--- config.mk ---
export PLATFORM = sky130hd
export DESIGN_NAME = pix_scanout
export DESIGN_NICKNAME = d
export VERILOG_FILES = /design/src/rtl/stages_definition_pkg.sv /design/src/rtl/hex7seg.sv /design/src/rtl/pix_scanout.sv
export SDC_FILE = /design/constraint.sdc
export NUM_CORES = 1
export LEC_CHECK = 0
export CORE_ASPECT_RATIO = 1.5
export CORE_MARGIN = 2
export CORE_UTILIZATION = 50
export DETAILED_ROUTE_END_ITERATION = 8
export PLACE_DENSITY = 0.77
export SYNTH_ARGS = -nofsm -noshare
export SYNTH_HDL_FRONTEND = slang
export SYNTH_SLANG_ARGS = --single-unit
--- constraint.sdc ---
create_clock -name clk -period 3.4 [get_ports clk]
set_clock_uncertainty 0.05 [all_clocks]
set_input_delay 0.85 -clock clk [delete_from_list [all_inputs] [get_ports clk]]
set_output_delay 0.85 -clock clk [all_outputs]
set_load 0.03 [all_outputs]
--- src/rtl/stages_definition_pkg.sv ---
// rtl/stages_definition_pkg.sv - shared stage definitions: pixel scan-out state and pixel packing helpers
package stages_definition_pkg;

  localparam int PIX_BYTES_PER_WORD = 4;

  typedef enum logic [2:0] {
    SCAN_IDLE  = 3'd0,
    SCAN_FETCH = 3'd1,
    SCAN_WAIT  = 3'd2,
    SCAN_SEND  = 3'd3,
    SCAN_DONE  = 3'd4
  } pix_scan_state;

  // Byte 0 sits in the least significant lane of a packed pixel word.
  function automatic logic [7:0] pix_byte(input logic [31:0] word, input logic [1:0] idx);
    return word[8*idx +: 8];
  endfunction

endpackage

--- src/rtl/hex7seg.sv ---
// rtl/hex7seg.sv - hex digit to 7-segment decoder, segments a..g MSB first, active high
module hex7seg (
  input  logic [3:0] hex_i,
  output logic [6:0] seg_o
);

  always_comb begin
    seg_o = 7'b0000000;
    case (hex_i)
      4'h0: seg_o = 7'b1111110;
      4'h1: seg_o = 7'b0110000;
      4'h2: seg_o = 7'b1101101;
      4'h3: seg_o = 7'b1111001;
      4'h4: seg_o = 7'b0110011;
      4'h5: seg_o = 7'b1011011;
      4'h6: seg_o = 7'b1011111;
      4'h7: seg_o = 7'b1110000;
      4'h8: seg_o = 7'b1111111;
      4'h9: seg_o = 7'b1111011;
      4'hA: seg_o = 7'b1110111;
      4'hB: seg_o = 7'b0011111;
      4'hC: seg_o = 7'b1001110;
      4'hD: seg_o = 7'b0111101;
      4'hE: seg_o = 7'b1001111;
      4'hF: seg_o = 7'b1000111;
      default: seg_o = 7'b0000000;
    endcase
  end

endmodule

--- src/rtl/pix_scanout.sv ---
// rtl/pix_scanout.sv - pixel-memory frame reader streaming unpacked 8-bit pixels to the display sink
// PIX_SCANOUT_SEG_EN enables the hex debug display on seg0/seg1/seg2.
module pix_scanout
  import stages_definition_pkg::*;
#(
  parameter int ADDR_W = 16,
  parameter int WORDS  = 1024
) (
  input  logic              clk,
  input  logic              reset,
  input  logic              start,
  input  logic [ADDR_W-1:0] base_addr,
  output logic              busy,
  output logic              mem_rd_en,
  output logic [ADDR_W-1:0] mem_addr,
  input  logic [31:0]       mem_rd_data,
  output logic              pix_valid,
  input  logic              pix_ready,
  output logic [7:0]        pix_data,
  output logic              pix_sof,
  output logic              pix_eof,
  output logic              frame_done,
  output logic [6:0]        seg0,
  output logic [6:0]        seg1,
  output logic [6:0]        seg2
);

  localparam logic [ADDR_W-1:0] LAST_WORD = ADDR_W'(WORDS - 1);
  localparam logic [1:0]        LAST_BYTE = 2'(PIX_BYTES_PER_WORD - 1);

  pix_scan_state     state_q;
  logic [ADDR_W-1:0] base_q;
  logic [ADDR_W-1:0] word_idx_q;
  logic [1:0]        byte_idx_q;
  logic [31:0]       word_q;
  logic              busy_q;
  logic              mem_rd_en_q;
  logic [ADDR_W-1:0] mem_addr_q;
  logic              pix_valid_q;
  logic [7:0]        pix_data_q;
  logic              pix_sof_q;
  logic              pix_eof_q;
  logic              frame_done_q;

  logic [ADDR_W-1:0] word_idx_d;
  logic [1:0]        byte_idx_d;
  logic              last_word;
  logic              accept;

  assign word_idx_d = word_idx_q + ADDR_W'(1);
  assign byte_idx_d = byte_idx_q + 2'd1;
  assign last_word  = (word_idx_q == LAST_WORD);
  assign accept     = (state_q == SCAN_SEND) && pix_ready;

  always_ff @(posedge clk or negedge reset) begin
    if (!reset) begin
      state_q      <= SCAN_IDLE;
      base_q       <= '0;
      word_idx_q   <= '0;
      byte_idx_q   <= 2'd0;
      word_q       <= 32'd0;
      busy_q       <= 1'b0;
      mem_rd_en_q  <= 1'b0;
      mem_addr_q   <= '0;
      pix_valid_q  <= 1'b0;
      pix_data_q   <= 8'd0;
      pix_sof_q    <= 1'b0;
      pix_eof_q    <= 1'b0;
      frame_done_q <= 1'b0;
    end else begin
      mem_rd_en_q  <= 1'b0;
      frame_done_q <= 1'b0;
      case (state_q)
        SCAN_IDLE: begin
          if (start) begin
            base_q      <= base_addr;
            word_idx_q  <= '0;
            mem_addr_q  <= base_addr;
            mem_rd_en_q <= 1'b1;
            busy_q      <= 1'b1;
            state_q     <= SCAN_FETCH;
          end
        end
        SCAN_FETCH: begin
          state_q <= SCAN_WAIT;
        end
        SCAN_WAIT: begin
          word_q      <= mem_rd_data;
          byte_idx_q  <= 2'd0;
          pix_valid_q <= 1'b1;
          pix_data_q  <= pix_byte(mem_rd_data, 2'd0);
          pix_sof_q   <= (word_idx_q == '0);
          pix_eof_q   <= 1'b0;
          state_q     <= SCAN_SEND;
        end
        SCAN_SEND: begin
          if (pix_ready) begin
            pix_sof_q <= 1'b0;
            if (byte_idx_q != LAST_BYTE) begin
              byte_idx_q <= byte_idx_d;
              pix_data_q <= pix_byte(word_q, byte_idx_d);
              pix_eof_q  <= last_word && (byte_idx_d == LAST_BYTE);
            end else begin
              pix_valid_q <= 1'b0;
              pix_eof_q   <= 1'b0;
              if (last_word) begin
                frame_done_q <= 1'b1;
                state_q      <= SCAN_DONE;
              end else begin
                // Address wraps modulo 2^ADDR_W by construction of the adder width.
                word_idx_q  <= word_idx_d;
                mem_addr_q  <= base_q + word_idx_d;
                mem_rd_en_q <= 1'b1;
                state_q     <= SCAN_FETCH;
              end
            end
          end
        end
        SCAN_DONE: begin
          busy_q  <= 1'b0;
          state_q <= SCAN_IDLE;
        end
        default: begin
          busy_q      <= 1'b0;
          pix_valid_q <= 1'b0;
          state_q     <= SCAN_IDLE;
        end
      endcase
    end
  end

  assign busy       = busy_q;
  assign mem_rd_en  = mem_rd_en_q;
  assign mem_addr   = mem_addr_q;
  assign pix_valid  = pix_valid_q;
  assign pix_data   = pix_data_q;
  assign pix_sof    = pix_sof_q;
  assign pix_eof    = pix_eof_q;
  assign frame_done = frame_done_q;

`ifdef PIX_SCANOUT_SEG_EN
  logic [3:0] seg_lo_q;
  logic [3:0] seg_hi_q;
  logic [3:0] seg_word_q;

  always_ff @(posedge clk or negedge reset) begin
    if (!reset) begin
      seg_lo_q   <= 4'd0;
      seg_hi_q   <= 4'd0;
      seg_word_q <= 4'd0;
    end else if (accept) begin
      seg_lo_q   <= pix_data_q[3:0];
      seg_hi_q   <= pix_data_q[7:4];
      seg_word_q <= word_idx_q[3:0];
    end
  end

  hex7seg u_seg0 (.hex_i(seg_lo_q),   .seg_o(seg0));
  hex7seg u_seg1 (.hex_i(seg_hi_q),   .seg_o(seg1));
  hex7seg u_seg2 (.hex_i(seg_word_q), .seg_o(seg2));
`else
  logic unused_accept;
  assign unused_accept = accept;
  assign seg0 = 7'b0000000;
  assign seg1 = 7'b0000000;
  assign seg2 = 7'b0000000;
`endif

endmodule

==> out/results.md <==
* clock network latency to the later pin of the worst-skew pair: 0.34 ns
* detailed-route wire length: 13000 microns
* highest attainable clock frequency: 0.315 GHz
* average cell area after synthesis: 10.1 sq um
* initial antenna violation count: 0
* post-synth top area share: 44.6%
* total CTS buffers: 9
* count of clock tree sinks: 99
* number of detailed-routing iterations run before antenna repair: 6
* final hold slack: 0.435 ns
* IO Port Bufs: 81
* number of global-route vias before repair: 4469
* chip height: 133 microns
* critical setup path kind: flop to flop
* most repeated cell in the gate-level netlist after synthesis: sky130_fd_sc_hd__dfrtp_1
* unique cell type count in the Yosys netlist: 63
* maximum clock path buffer count: 2
* HP Start: mem_addr[2]
* delay contributed by the slowest stage of the critical path: 0.45 ns
* Period minus WS final: 3.18 ns
* library cell occupying the most area in the post-synthesis netlist: sky130_fd_sc_hd__dfrtp_1
* post-synthesis sequential element count: 99
* Slew HR: 35.7%
* synthesized area: 5560 sq um
* global-route wire length before repair: 21300 microns
* area of the die: 12000 sq um
* outcome: completed
* NetSw: 2100 uW
* total I/O pin count: 103
* Residual DRC: 0
* number of pins exceeding their max-slew limit in the final report: 0
* Worst setup SP type: flop
* via count: 4317
* Comb power frac: 45.2%
* pin count of the biggest net entering global routing: 53
* launching instance or port of the critical path: word_idx_q[0]
* Floorplan Core Area: 10900 sq um
* Clk pin slew, worst setup/hold paths: 0.07 ns
* maximum net fanout on the critical path: 7
* share of the yosys chip area belonging to registers: 44.6%
* data arrival time of the worst path: 3.35 ns
* Hold Buf Count CTS: 0
* final estimated routing congestion in global placement: 0.893
* layout net count: 701
* top_reg_cell synth: sky130_fd_sc_hd__dfrtp_1
* Iter 0 DRT Violations: 323
* number of flops mapped to enable cells by yosys: 0
* dominant delay contributor by cell family on the critical path: compound AO/OA/AOI/OAI gates
* buffer type at the clock tree root: sky130_fd_sc_hd__clkbuf_16
* clock tree from TritonCTS: yes
* capturing element type of the critical path: flop
* worst-path cell chain: nand3_1 -> nor2_1 -> and3_1 -> xor2_1 -> ha_1 -> a21o_1 -> a31oi_2 -> o21ai_1 -> a221oi_2 -> mux2i_1 -> a221o_1
* detailed-route vias per instance: 5.56
* proportion of register bits with asynchronous set or reset after synthesis: 100%
* setup violation total in the final timing report: 0
* overflow left after global routing: 0
* top cell types by occurrence after synthesis: sky130_fd_sc_hd__dfrtp_1 (99), sky130_fd_sc_hd__nand2_1 (95), sky130_fd_sc_hd__o21ai_0 (36)
* number of placement rows: 47
* HPWL Detailed: 9520 microns
* Max-cap violations: 0
* worst setup margin: 0.221 ns
* initial cell density of the core: 50.8%
* R2R Path Start: word_idx_q[0]
* remaining antenna violation count after routing: 0
* internal power: 3360 uW
* RSZ-0062 raised after global routing: no
* leakage component of the power: 0.00308 uW
* post-DR wirelength/cell: 16.7 microns
* part of the power in the clock network: 19.6%
* deepest level of the CTS H-tree: 3
* final worst path period share: 93.5%
* net switching share of the total power: 38.5%
* Synth-to-Final Area Change: 21.5%
* Synth area leaders: sky130_fd_sc_hd__dfrtp_1 (45%), sky130_fd_sc_hd__mux2_2 (6.7%), sky130_fd_sc_hd__nand2_1 (6.4%)
* Max VDD drop: 0.699 mV
* die width: 90.1 microns
* share of layout cells above drive strength 1: 14.1%
* dpl ws: 0.304 ns
* WP buf/inv: 0
* Syn. warnings: 0
* WP data required: 3.58 ns
* share of total power in sequential cells: 35.3%
* Slowest-stage cell, CP: sky130_fd_sc_hd__dfrtp_1
* final count of hold timing violations: 0
* cells after synthesis: 549
* GRT Total Usage: 22.3%
* sum of negative setup slack: 0 ns
* Worst Tran Pin Value: 0.964 ns
* antenna diode instance count: 0
* Power per Cell Area: 808 nW/um^2
* type of the tightest min-delay check: flop to flop
metrics by stage:
stage | power, uW | area, sq um | utilization [%] | std cells
after global routing | 5800 | 6750 | 61.7 | 777
after floorplan | 3620 | 5630 | - | 569
after CTS | 5500 | 6740 | 61.6 | 777
after global placement | 4320 | 6430 | 58.8 | 761
after detailed placement | 4420 | 6430 | 58.8 | 761
final | 5450 | 6750 | 61.7 | 777
cell usage in the layout, fill, tap and decap left out, types with 3 or more instances in the layout:
cell type                         instances
sky130_fd_sc_hd__clkdlybuf4s50_1         80
sky130_fd_sc_hd__nand2_1                 95
sky130_fd_sc_hd__nand3b_1                 3
sky130_fd_sc_hd__nor3_1                   4
sky130_fd_sc_hd__inv_1                   10
sky130_fd_sc_hd__buf_4                   10
sky130_fd_sc_hd__o21ai_0                 36
sky130_fd_sc_hd__mux2_2                  33
sky130_fd_sc_hd__dfrtp_1                 99
sky130_fd_sc_hd__o21ai_1                  4
sky130_fd_sc_hd__xnor2_1                 12
sky130_fd_sc_hd__clkbuf_16                9
sky130_fd_sc_hd__nand4_1                  3
sky130_fd_sc_hd__a31oi_1                  5
sky130_fd_sc_hd__nor2_1                  34
sky130_fd_sc_hd__a21oi_1                 28
sky130_fd_sc_hd__xor2_1                  13
sky130_fd_sc_hd__and3_1                  12
sky130_fd_sc_hd__a31o_2                   4
sky130_fd_sc_hd__mux2i_1                 10
sky130_fd_sc_hd__nand3_1                 13
sky130_fd_sc_hd__ha_1                    23
sky130_fd_sc_hd__o31ai_1                  6
sky130_fd_sc_hd__a21o_1                   4
sky130_fd_sc_hd__mux4_2                   8
sky130_fd_sc_hd__conb_1                  21
power by group through the flow:
stage	clock [uW]	combinational [uW]	sequential, uW
global route	1130	2700	1970
finish	1070	2460	1920
detailed placement	0	2480	1940
global placement	0	2410	1910
CTS	1080	2490	1930
floorplan	0	1480	2140
layout make-up:
| class | instances | area, sq um |
|---|---|---|
| Inverter | 11 | 41.3 |
| Sequential cell | 99 | 2480 |
| Clock inverter | 7 | 83.8 |
| Clock buffer | 9 | 225 |
| Timing Repair Buffer | 91 | 896 |
| Fill cell | 907 | 4190 |
| Tap cell | 147 | 184 |
| Multi-Input combinational cell | 413 | 2840 |
path summary, 6_finish.rpt:
path / slack (ns) / end / depth (start not counted)
worst max-delay path: 0.22 / mem_addr[14] / 11
worst min-delay path: 0.44 / mem_addr[2] / 2
worst max register to register: 0.22 / mem_addr[14] / 11
worst min register to register: 0.44 / mem_addr[2] / 2
max in group asynchronous: 2.11 / base_q[14] / 2
min in group asynchronous: 0.49 / base_q[7] / 1
cells by family after synthesis:
| group | share of synthesized area [%] |
|---|---|
| compound gates | 12.9 |
| xor+xnor | 4.23 |
| fa+ha+maj | 5.54 |
| buf+inv | 5.83 |
| flops | 44.6 |
| mux | 11.7 |
| other cells | 0.0675 |
| simple gates | 15.1 |
registers in the layout, summed over array words and instances (netlist names):
name        count
state_q         3
busy            1
word_q         32
pix_eof         1
mem_addr       16
pix_valid       1
word_idx_q     16
mem_rd_en       1
pix_sof         1
pix_data        8
frame_done      1
base_q         16
byte_idx_q      2
layer usage:
| metal | wire length, microns | track usage (%) | part of all wire, % |
|---|---|---|---|
| met5 | 0 | 0 | 0 |
| met4 | 413 | 9.91 | 3.2 |
| met3 | 701 | 3.96 | 5.4 |
| met2 | 6930 | 40.5 | 53 |
| met1 | 4930 | 25.6 | 38 |
tightest hold or removal path: stages, from the launching register on:
cell                      delay [ns]
sky130_fd_sc_hd__dfrtp_1        0.35
sky130_fd_sc_hd__nand2_1        0.04
sky130_fd_sc_hd__o21ai_0        0.06
repair_timing:
item | 4_1_cts | 5_1_grt
gates resized for setup | 0 | 1
endpoints found under the setup margin | 0 | 1
buffers inserted | 0 | 0
Note: power is estimated with default switching activity, not from simulation.
